==> src/rtl/mux8_rr_arbiter_if.sv <==
// Request/grant bundle between the requesters and the MUX8 round-robin arbiter.
// The master side drives the request vector; the slave (arbiter) side returns the grant.
interface mux8_rr_arbiter_if;
  logic [7:0] req;
  logic [7:0] select;
  logic [2:0] owner;
  logic       valid;
  logic       timeout;

  modport master (output req, input select, owner, valid, timeout);
  modport slave  (input req, output select, owner, valid, timeout);
endinterface

==> src/rtl/mux8_rr_arbiter.sv <==
// Round-robin arbiter sharing one MUX8 datapath among 8 requesters, with an optional
// per-tenure hold limit. All outputs are registered; select is always one-hot or zero.
module mux8_rr_arbiter #(
  parameter int unsigned MAX_HOLD = 16,
  parameter int unsigned CNT_W    = 5
) (
  input  logic               clk,
  input  logic               rst_n,
  mux8_rr_arbiter_if.slave   bus
);

  typedef enum logic {IDLE, GRANT} state_t;

  localparam logic [CNT_W-1:0] HOLD_LIM = CNT_W'(MAX_HOLD);
  // With no hold limit the counter is irrelevant, so just let it park at all-ones.
  localparam logic [CNT_W-1:0] CNT_SAT  = (MAX_HOLD == 0) ? '1 : HOLD_LIM;

  state_t           state;
  logic [2:0]       ptr;
  logic [CNT_W-1:0] cnt;
  logic [2:0]       win;
  logic             owner_req;
  logic             hold_expired;

  assign owner_req    = bus.req[bus.owner];
  assign hold_expired = (MAX_HOLD != 0) && (cnt == HOLD_LIM);

  // Walk from lowest priority (ptr itself) up to highest (ptr+1) so the last hit wins.
  // NOTE: win gets a default before the loop so the block never infers a latch.
  always_comb begin
    logic [2:0] idx;
    win = ptr;
    for (int i = 8; i >= 1; i--) begin
      idx = ptr + 3'(i);
      if (bus.req[idx]) win = idx;
    end
  end

  // NOTE: all state below uses non-blocking assignments so every register samples
  // pre-edge values, independent of statement order.
  always_ff @(posedge clk or negedge rst_n) begin
    if (!rst_n) begin
      state       <= IDLE;
      ptr         <= 3'd7;
      cnt         <= '0;
      bus.select  <= 8'h00;
      bus.owner   <= 3'd0;
      bus.valid   <= 1'b0;
      bus.timeout <= 1'b0;
    end else begin
      bus.timeout <= 1'b0;
      case (state)
        IDLE: begin
          if (|bus.req) begin
            bus.select <= 8'b1 << win;
            bus.owner  <= win;
            bus.valid  <= 1'b1;
            ptr        <= win;
            cnt        <= CNT_W'(1);
            state      <= GRANT;
          end
        end
        GRANT: begin
          // A drop coincident with expiry is a plain drop: timeout only when still requesting.
          if (!owner_req || hold_expired) begin
            bus.select  <= 8'h00;
            bus.owner   <= 3'd0;
            bus.valid   <= 1'b0;
            bus.timeout <= owner_req;
            state       <= IDLE;
          end else if (cnt != CNT_SAT) begin
            cnt <= cnt + 1'b1;
          end
        end
        default: state <= IDLE;
      endcase
    end
  end

endmodule

==> src/flat_wrapper.sv <==
// flat-port wrapper written by rule: the top's interface ports become plain ports
module mux8_rr_arbiter_flat 
#(
  parameter int unsigned MAX_HOLD = 16,
  parameter int unsigned CNT_W    = 5
)
  (clk, rst_n, bus_req, bus_select, bus_owner, bus_valid, bus_timeout);
  mux8_rr_arbiter_if bus_i ();
  input  logic clk;
  input  logic rst_n;
  input wire logic [$bits(bus_i.req)-1:0] bus_req;
  output wire logic [$bits(bus_i.select)-1:0] bus_select;
  output wire logic [$bits(bus_i.owner)-1:0] bus_owner;
  output wire logic [$bits(bus_i.valid)-1:0] bus_valid;
  output wire logic [$bits(bus_i.timeout)-1:0] bus_timeout;
  assign bus_i.req = bus_req;
  assign bus_select = bus_i.select;
  assign bus_owner = bus_i.owner;
  assign bus_valid = bus_i.valid;
  assign bus_timeout = bus_i.timeout;
  mux8_rr_arbiter #(.MAX_HOLD(MAX_HOLD), .CNT_W(CNT_W)) u_core (.clk(clk), .rst_n(rst_n), .bus(bus_i));
endmodule
==> config.mk <==
export PLATFORM = sky130hd
export DESIGN_NAME = mux8_rr_arbiter_flat
export DESIGN_NICKNAME = d
export VERILOG_FILES = /design/src/rtl/mux8_rr_arbiter_if.sv /design/src/rtl/mux8_rr_arbiter.sv /design/src/flat_wrapper.sv
export SDC_FILE = /design/constraint.sdc
export NUM_CORES = 1
export LEC_CHECK = 0
export CAP_MARGIN = 5
export CORE_UTILIZATION = 61
export DETAILED_ROUTE_END_ITERATION = 10
export PLACE_DENSITY = 0.86
export SYNTH_ARGS = -nofsm -noshare
export SYNTH_HDL_FRONTEND = slang
export SYNTH_SLANG_ARGS = --single-unit
export TNS_END_PERCENT = 50
==> constraint.sdc <==
create_clock -name clk -period 10.2 [get_ports clk]
set_clock_uncertainty 0.1 [all_clocks]
set_input_delay 2.04 -clock clk [delete_from_list [all_inputs] [get_ports clk]]
set_output_delay 2.04 -clock clk [all_outputs]
set_load 0.02 [all_outputs]
# After elaboration in Yosys (flattened, before gate mapping)
# Index checks and enable logic that the tools add are counted.
# word_totals
input_bits	10
word_cells	78
reg_bits	22
# op_classes
n_eq_ne	6
n_shift	1
reduce_logical	6
bitwise_logic	1
magnitude_cmp	8
n_mux	41
n_addsub	8
# ops
cell	n
3-bit by 4-bit < comparator with 1-bit output, second input constant	8
3-bit two-way mux	9
1-bit binary-select mux with 3-bit select	8
8-bit two-way mux	2
8-bit one-hot mux with 2 select lines	1
5-bit two-way mux	3
1-bit two-way mux	14
3-bit adder, second input constant	4
5-bit one-hot mux with 2 select lines	1
8-bit OR reduction	1
1-bit by 3-bit left shift with 8-bit output, first input constant	1
3-bit by 2-bit adder with 3-bit output, second input constant	2
2-bit != test, second input constant	3
3-bit one-hot mux with 2 select lines	1
5-bit by 1-bit adder with 5-bit output, second input constant	1
5-bit equality test, second input constant	1
5-bit != test, second input constant	1
1-bit one-hot mux with 2 select lines	2
2-bit AND reduction	2
3-bit by 1-bit adder with 3-bit output, second input constant	1
3-bit AND reduction	1
2-bit by 1-bit != test with 1-bit output, second input constant	1
1-bit zero test	1
1-bit logical OR	1
1-bit inverter	1

# Depth between registers and ports, before layout
# Gate-level depths: netlist of the first run.
# logic_depth
depth_word	13
mapped_depth	13

# Worst setup path after synthesis of the first run
# No wires, ideal clock.
# synth_timing
path_type	input to register
from	input port bus_req[5]
to	register u_core.bus.select[3]
cell_stages	7
t_required_ns	9.978
path_slack_ns	6.100
setup_time_ns	0.122
t_arrival_ns	3.879
path_cell_list	clkbuf_1 > mux4_1 > mux2i_2 > a32oi_1 > o41a_1 > a31o_1 > a32o_1
# synth_between
elab_chain_len	12
elab_cells_between_ends	32
classes_between	2 x eq/ne; 1 x shift; 25 x mux; 4 x reduce/logical
# synth_lines
item	line	rtl
start: declaration	flat_wrapper.sv:11	input wire logic [$bits(bus_i.req)-1:0] bus_req;
1-bit binary-select mux with 3-bit select	mux8_rr_arbiter.sv:35	if (bus.req[idx]) win = idx;
1-bit two-way mux (implied by the code)	mux8_rr_arbiter.sv:35	
3-bit two-way mux (7 in series)	mux8_rr_arbiter.sv:35	
1-bit by 3-bit left shift with 8-bit output	mux8_rr_arbiter.sv:55	bus.select <= 8'b1 << win;
8-bit two-way mux	mux8_rr_arbiter.sv:54	if (|bus.req) begin
8-bit one-hot mux with 2 select lines	mux8_rr_arbiter.sv:52	case (state)
end signal: assignment	mux8_rr_arbiter.sv:55	
end: declaration	mux8_rr_arbiter_if.sv:11	modport slave (input req, output select, owner, valid, timeout);
# Parallel ways exist; a longest one is shown, timed or not. The select of a mux whose other input is x is not followed.
# A chain may end at the register's enable or synchronous reset.

# Final worst setup path of the first run
# layout_timing
from	input port bus_req[1]
to	register u_core.bus.select[0]
# Same word-level chain as after synthesis.

==> results.cfg, run 1 <==
[cts]
cts.path.max_buffers = 2
clock_tree.htree_level_count = 1
root_buffer = sky130_fd_sc_hd__clkbuf_4
clk-insertion-delay-late_ps = 320
cts_repair_resize_count = 0
tritoncts.num_buffers = 3
post_cts.repair.setup_buffers = 0
post_cts_hold_buffer_count = 0
cts_tree = yes
cts.sink_count = 22
path_clk_slew_ps = 120

[logic_synthesis]
synth_area_per_cell_sq_um = 10.6
synthXorXnorAreaFrac_pct = 2.99
yosys.cell_types.count = 55
synthMuxAreaShare_pct = 30.2
proportion_of_synthesized_chip_area_in_sequential_cells_pct = 27.0
post_synth_fa_ha_maj_area_fraction_pct = 2.44
synthDominantCellAreaShare_pct = 23.2
synthFlopType = sky130_fd_sc_hd__dfrtp_1
synth-async-reset-ratio_pct = 100
yosys_register_bits = 22
synth.net_count = 208
main_combinational_cell_family_by_area_after_synthesis = multiplexers
synth_compound_area_share_pct = 18.7
synth.yosys.warnings = 0
yosys.area.top_type = sky130_fd_sc_hd__dfrtp_1
post_synth_inst_count = 194
yosys.area_share.simple_pct = 12.6
synthesis.area_sq_mm = 0.00205
synth-edff-count = 0
synth_top_cells_by_area = sky130_fd_sc_hd__dfrtp_1 23%, sky130_fd_sc_hd__mux4_2 14%, sky130_fd_sc_hd__mux2i_1 6.8%

[placed_design]
place.port_buffers = 22
hpwl_um = 3480
gp_routability_congestion = 0.906

[cells_and_area]
layout.cells.most_common_list = 22 x sky130_fd_sc_hd__clkdlybuf4s50_1, 19 x sky130_fd_sc_hd__dfrtp_1, 14 x sky130_fd_sc_hd__mux2i_1
fillerInstances = 210
post_route_cells_drive_above_1_share_pct = 16.3
area_delta_synth_final_pct = 11.5
antenna_diode_count = 0
finish.net_count = 217
layout_commonest_cell = sky130_fd_sc_hd__clkdlybuf4s50_1

[sta]
worstMarginPinSlew_ps = 934
period_minus_slack_ps = 4490
rsz0062_at_grt = no
slew_headroom_pct = 37.5
hold_viol = 0
setup_viol = 0
totalNegativeSetupSlack_ps = 0
final.period_utilization_pct = 44.1
timing.fmax_mhz = 223
timing.final.max_slew_violations = 0

[setup_path]
r2r-start = u_core.ptr[0]
worstPathArrival_ps = 4610
path_delay_family = compound AO/OA/AOI/OAI gates
worst_r2r_endpoint = u_core.bus.select[7]
cpPeakStageDelay_ps = 610
cp_max_fo = 12
worst_setup_path_startpoint = bus_req[1]
setup.worst_path.start_class = input pin
worst_r2r_path_cells = 8
required_ps = 10320
criticalPathCategory = in2reg
cp_slowest_cell = sky130_fd_sc_hd__clkdlybuf4s50_1
worst-path-buf-inv = 1
regToRegSetupSlack_ps = 5800
worstPathCellList = clkdlybuf4s50_1 -> mux2_2 -> a222oi_1 -> a2bb2oi_1 -> a31oi_1 -> o21bai_1 -> a22o_1 -> a32o_1
worst_setup_path_end_kind = register

[global_route]
grt_pass1_vias = 1564
grt_start_max_net_pins = 27
grt_util_all_layers_pct = 28.6
grt_pass1_wl_um = 7690
grt-ovfl-total = 0
grt_antenna_before_repair = 0

[worst_hold_path]
hold-path-endpoint = u_core.bus.select[3]
hold_path_startpoint = u_core.bus.select[3]
hold-path-cell-count = 1
min-delay-path-class = reg2reg

[routing]
detail-route-antenna-nets = 0
avgRoutedWirePerCell_um = 19.2
drt-vias-per-instance = 6.81
drc = 0
drt_iter0_drc = 106
route.vias.total = 1676
finalWirelength_um = 4720
drt_first_pass_iters = 4

[die]
die_height_um = 60
ioPinCount = 23
dieArea_sq_mm = 0.00360
core.rowCount = 20
die-width_um = 60
initial_core_util_pct = 65.6
coreArea_sq_mm = 0.00313

[outcome]
result_of_the_run = finished, final reports clean

[job]
maxCapViolations = 0
[metrics by stage]
step	std cells	hold WS, ps	instance area (sq um)	utilization, %	setup slack [ps]
6_report	246	407	2290	73.2	5710
5_1_grt	246	435	2290	73.2	5520
4_1_cts	246	409	2290	73.2	5740
3_5_place_dp	242	380	2240	71.5	5390
3_3_place_gp	242	368	2240	71.5	5470
2_1_floorplan	194	397	2050	-	6100
[worst reg2reg max path, cell delays in order (launching register included)]
cell and delay (ps):
sky130_fd_sc_hd__dfstp_2 980, sky130_fd_sc_hd__inv_1 260, sky130_fd_sc_hd__ha_1 940, sky130_fd_sc_hd__mux4_1 690, sky130_fd_sc_hd__mux2i_2 240, sky130_fd_sc_hd__a32oi_1 150
sky130_fd_sc_hd__o41a_1 430, sky130_fd_sc_hd__a31o_1 250, sky130_fd_sc_hd__a32o_1 270
[flip-flops by register name, summed over array words and instances (netlist names)]
register            flops
u_core.ptr              3
u_core.bus.valid        1
u_core.cnt              5
u_core.state            1
u_core.bus.owner        3
u_core.bus.select       8
u_core.bus.timeout      1
[Yosys cell counts (2+ instances only)]
cell,number
sky130_fd_sc_hd__a211oi_1,2
sky130_fd_sc_hd__a21o_1,3
sky130_fd_sc_hd__a21oi_1,2
sky130_fd_sc_hd__a22o_1,2
sky130_fd_sc_hd__a32o_1,9
sky130_fd_sc_hd__and2_1,3
sky130_fd_sc_hd__buf_2,4
sky130_fd_sc_hd__buf_4,3
sky130_fd_sc_hd__clkbuf_1,10
sky130_fd_sc_hd__dfrtp_1,19
sky130_fd_sc_hd__dfstp_2,3
sky130_fd_sc_hd__ha_1,4
sky130_fd_sc_hd__inv_1,8
sky130_fd_sc_hd__mux2_2,6
sky130_fd_sc_hd__mux2i_1,14
sky130_fd_sc_hd__mux4_1,4
sky130_fd_sc_hd__mux4_2,13
sky130_fd_sc_hd__nand2_1,12
sky130_fd_sc_hd__nand2b_1,4
sky130_fd_sc_hd__nand3_1,2
sky130_fd_sc_hd__nor2_1,12
sky130_fd_sc_hd__nor2b_1,4
sky130_fd_sc_hd__nor3_1,3
sky130_fd_sc_hd__nor4_1,2
sky130_fd_sc_hd__o21ai_0,8
sky130_fd_sc_hd__o31ai_1,2
sky130_fd_sc_hd__o32ai_1,2
sky130_fd_sc_hd__or3_1,2
sky130_fd_sc_hd__xnor2_1,5
sky130_fd_sc_hd__xor2_1,2
[final cells by class]
cell class,count,area (sq um),area share [%]
clock inverter,1,30.0,1.31
sequential,22,554,24.2
inverter,9,33.8,1.48
clock buffer,3,22.5,0.984
tap,44,55.1,2.41
multi-input combinational,145,1370,60.0
timing repair buffer,22,220,9.62
[how the worst max path moves through the flow]
stage	endpoint	slack, ps	cells after the start
6_report	u_core.bus.select[0]	5710	8
5_1_grt	u_core.bus.select[7]	5520	8
4_1_cts	u_core.bus.select[0]	5740	8
3_5_place_dp	u_core.bus.select[0]	5390	8
3_3_place_gp	u_core.bus.select[0]	5470	8
2_1_floorplan	u_core.bus.select[3]	6100	7
[routing by layer]
metal / GRT usage [%] / up-vias / part of all wire (%)
met3: 4.76 / 4 / 7.8
li1: - / 765 / -
met1: 41.4 / 821 / 41
met4: 6.98 / 0 / 0.85
met5: 0 / - / 0
met2: 44.9 / 86 / 50
[cells by family (layout without fill, tap and decap cells)]
kind of cell | after synthesis | after routing
simple gates | 49 | 49
compound gates | 47 | 47
mux | 38 | 38
buf+inv | 27 | 35
flops | 22 | 22
xor+xnor | 7 | 7
fa+ha+maj | 4 | 4
Power of run 1 is left out: the tool's default activity adds up to more than one toggle a clock period on the data nets, which glitch-free logic cannot reach.
==> run 2: changes to the inputs <==
--- a/config.mk
+++ b/config.mk
@@ -6,9 +6,9 @@
 export NUM_CORES = 1
 export LEC_CHECK = 0
 export CAP_MARGIN = 5
-export CORE_UTILIZATION = 61
+export CORE_UTILIZATION = 51
 export DETAILED_ROUTE_END_ITERATION = 10
-export PLACE_DENSITY = 0.86
+export PLACE_DENSITY = 0.76
 export SYNTH_ARGS = -nofsm -noshare
 export SYNTH_HDL_FRONTEND = slang
 export SYNTH_SLANG_ARGS = --single-unit
==> constraint.sdc (replaced) <==
create_clock -name clk -period 4 [get_ports clk]
set_clock_uncertainty 0.1 [all_clocks]
set_input_delay 0.8 -clock clk [delete_from_list [all_inputs] [get_ports clk]]
set_output_delay 0.8 -clock clk [all_outputs]
set_load 0.02 [all_outputs]
==> results.cfg, run 2 (same netlist as run 1, synthesis figures left out) <==
[setup_path]
cpPeakStageDelay_ps = 700
cp_slowest_cell = sky130_fd_sc_hd__dfstp_2
worstPathArrival_ps = 3700
worstPathCellList = clkinv_1 -> ha_1 -> mux4_1 -> mux2i_2 -> a32oi_1 -> o41a_1 -> a31oi_2 -> nor2_1 -> a21o_1
required_ps = 4060
worst_setup_path_end_kind = register
criticalPathCategory = reg2reg
cp_max_fo = 12
setup.worst_path.start_class = register
path_delay_family = compound AO/OA/AOI/OAI gates
worst-path-buf-inv = 1

[cts]
clk-insertion-delay-late_ps = 270
root_buffer = sky130_fd_sc_hd__clkbuf_8
cts_repair_resize_count = 0
clock_tree.htree_level_count = 1
cts_tree = yes
tritoncts.num_buffers = 3
post_cts.repair.setup_buffers = 0
cts.path.max_buffers = 2
post_cts_hold_buffer_count = 0
cts.sink_count = 22
path_clk_slew_ps = 80

[sta]
period_minus_slack_ps = 3640
worst_hold_slack_ps = 406
hold_viol = 0
slew_headroom_pct = 36.7
final.period_utilization_pct = 91.1
worstMarginPinSlew_ps = 947
totalNegativeSetupSlack_ps = 0
timing.fmax_mhz = 275
setup_viol = 0
timing.final.max_slew_violations = 0
rsz0062_at_grt = no

[global_route]
grt_util_all_layers_pct = 24.8
grt_pass1_vias = 1680
grt_pass1_wl_um = 8090
grt-ovfl-total = 0
grt_antenna_before_repair = 0
grt_start_max_net_pins = 26

[die]
ioPinCount = 23
dieArea_sq_mm = 0.00428
coreArea_sq_mm = 0.00377
core.rowCount = 22
die_height_um = 65.4
die-width_um = 65.4
initial_core_util_pct = 54.4

[routing]
avgRoutedWirePerCell_um = 19.3
drt_iter0_drc = 127
finalWirelength_um = 4910
drt-vias-per-instance = 6.67
drc = 0
route.vias.total = 1702
drt_first_pass_iters = 5
detail-route-antenna-nets = 0

[placed_design]
gp_routability_congestion = 0.833
place.port_buffers = 22
hpwl_um = 3600
placedInstanceArea_sq_mm = 0.00228

[job]
maxCapViolations = 0

[cells_and_area]
largest_register_ff_count = 8
post_route_cells_drive_above_1_share_pct = 18.4
finish.net_count = 222
reg_top3 = u_core.bus.select: 8 flops, u_core.cnt: 5 flops
antenna_diode_count = 0
area_delta_synth_final_pct = 13.7
top_register = u_core.bus.select
final_cell_area_sq_mm = 0.00233
layout.cells.most_common_list = 22 x sky130_fd_sc_hd__clkdlybuf4s50_1, 19 x sky130_fd_sc_hd__dfrtp_1, 14 x sky130_fd_sc_hd__mux2i_1
layout_commonest_cell = sky130_fd_sc_hd__clkdlybuf4s50_1
fillerInstances = 289

[worst_hold_path]
min-delay-path-class = reg2reg

[outcome]
result_of_the_run = finished, final reports clean
run 2: changes by cell type in the layout (fill, tap and decap cells not counted):
cell / delta
sky130_fd_sc_hd__bufinv_16: -1
sky130_fd_sc_hd__clkbuf_4: -3
sky130_fd_sc_hd__clkbuf_8: +4
sky130_fd_sc_hd__buf_4: +5
run 2: through the flow:
stage | cells | util (%) | setup slack [ps]
floorplan | 194 | - | 555
global placement | 251 | 60.4 | 428
detailed placement | 251 | 60.4 | 400
CTS | 255 | 61.9 | 389
global route | 255 | 61.9 | 129
finish | 255 | 61.9 | 358
run 2: final timing paths:
kind                                 startpoint              endpoint  slack [ps]  cells past startpoint
max                               u_core.ptr[1]   u_core.bus.owner[1]         360                      9
min                        u_core.bus.select[1]  u_core.bus.select[1]         410                      1
max reg2reg                       u_core.ptr[1]   u_core.bus.owner[1]         360                      9
min reg2reg                u_core.bus.select[1]  u_core.bus.select[1]         410                      1
max in group asynchronous                 rst_n      u_core.bus.valid        2260                      1
min in group asynchronous                 rst_n  u_core.bus.select[0]         960                      1
run 2: layout make-up:
class,count,area (sq um),share of cell area [%]
Tap cell,48,60.1,2.57
Sequential cell,22,554,23.8
Timing Repair Buffer,27,258,11.0
Clock buffer,4,55.1,2.36
Inverter,9,33.8,1.45
Multi-Input combinational cell,145,1370,58.8
run 2: routing by layer:
metal	GRT usage [%]	up-vias	wire length, um	part of all wire (%)
li1	-	776	-	-
met1	36.2	861	2220	45
met2	39.3	61	2400	49
met3	4.17	4	253	5.2
met4	4.35	0	39	0.79
met5	0	-	0	0
Power of run 2 is left out for the same reason.
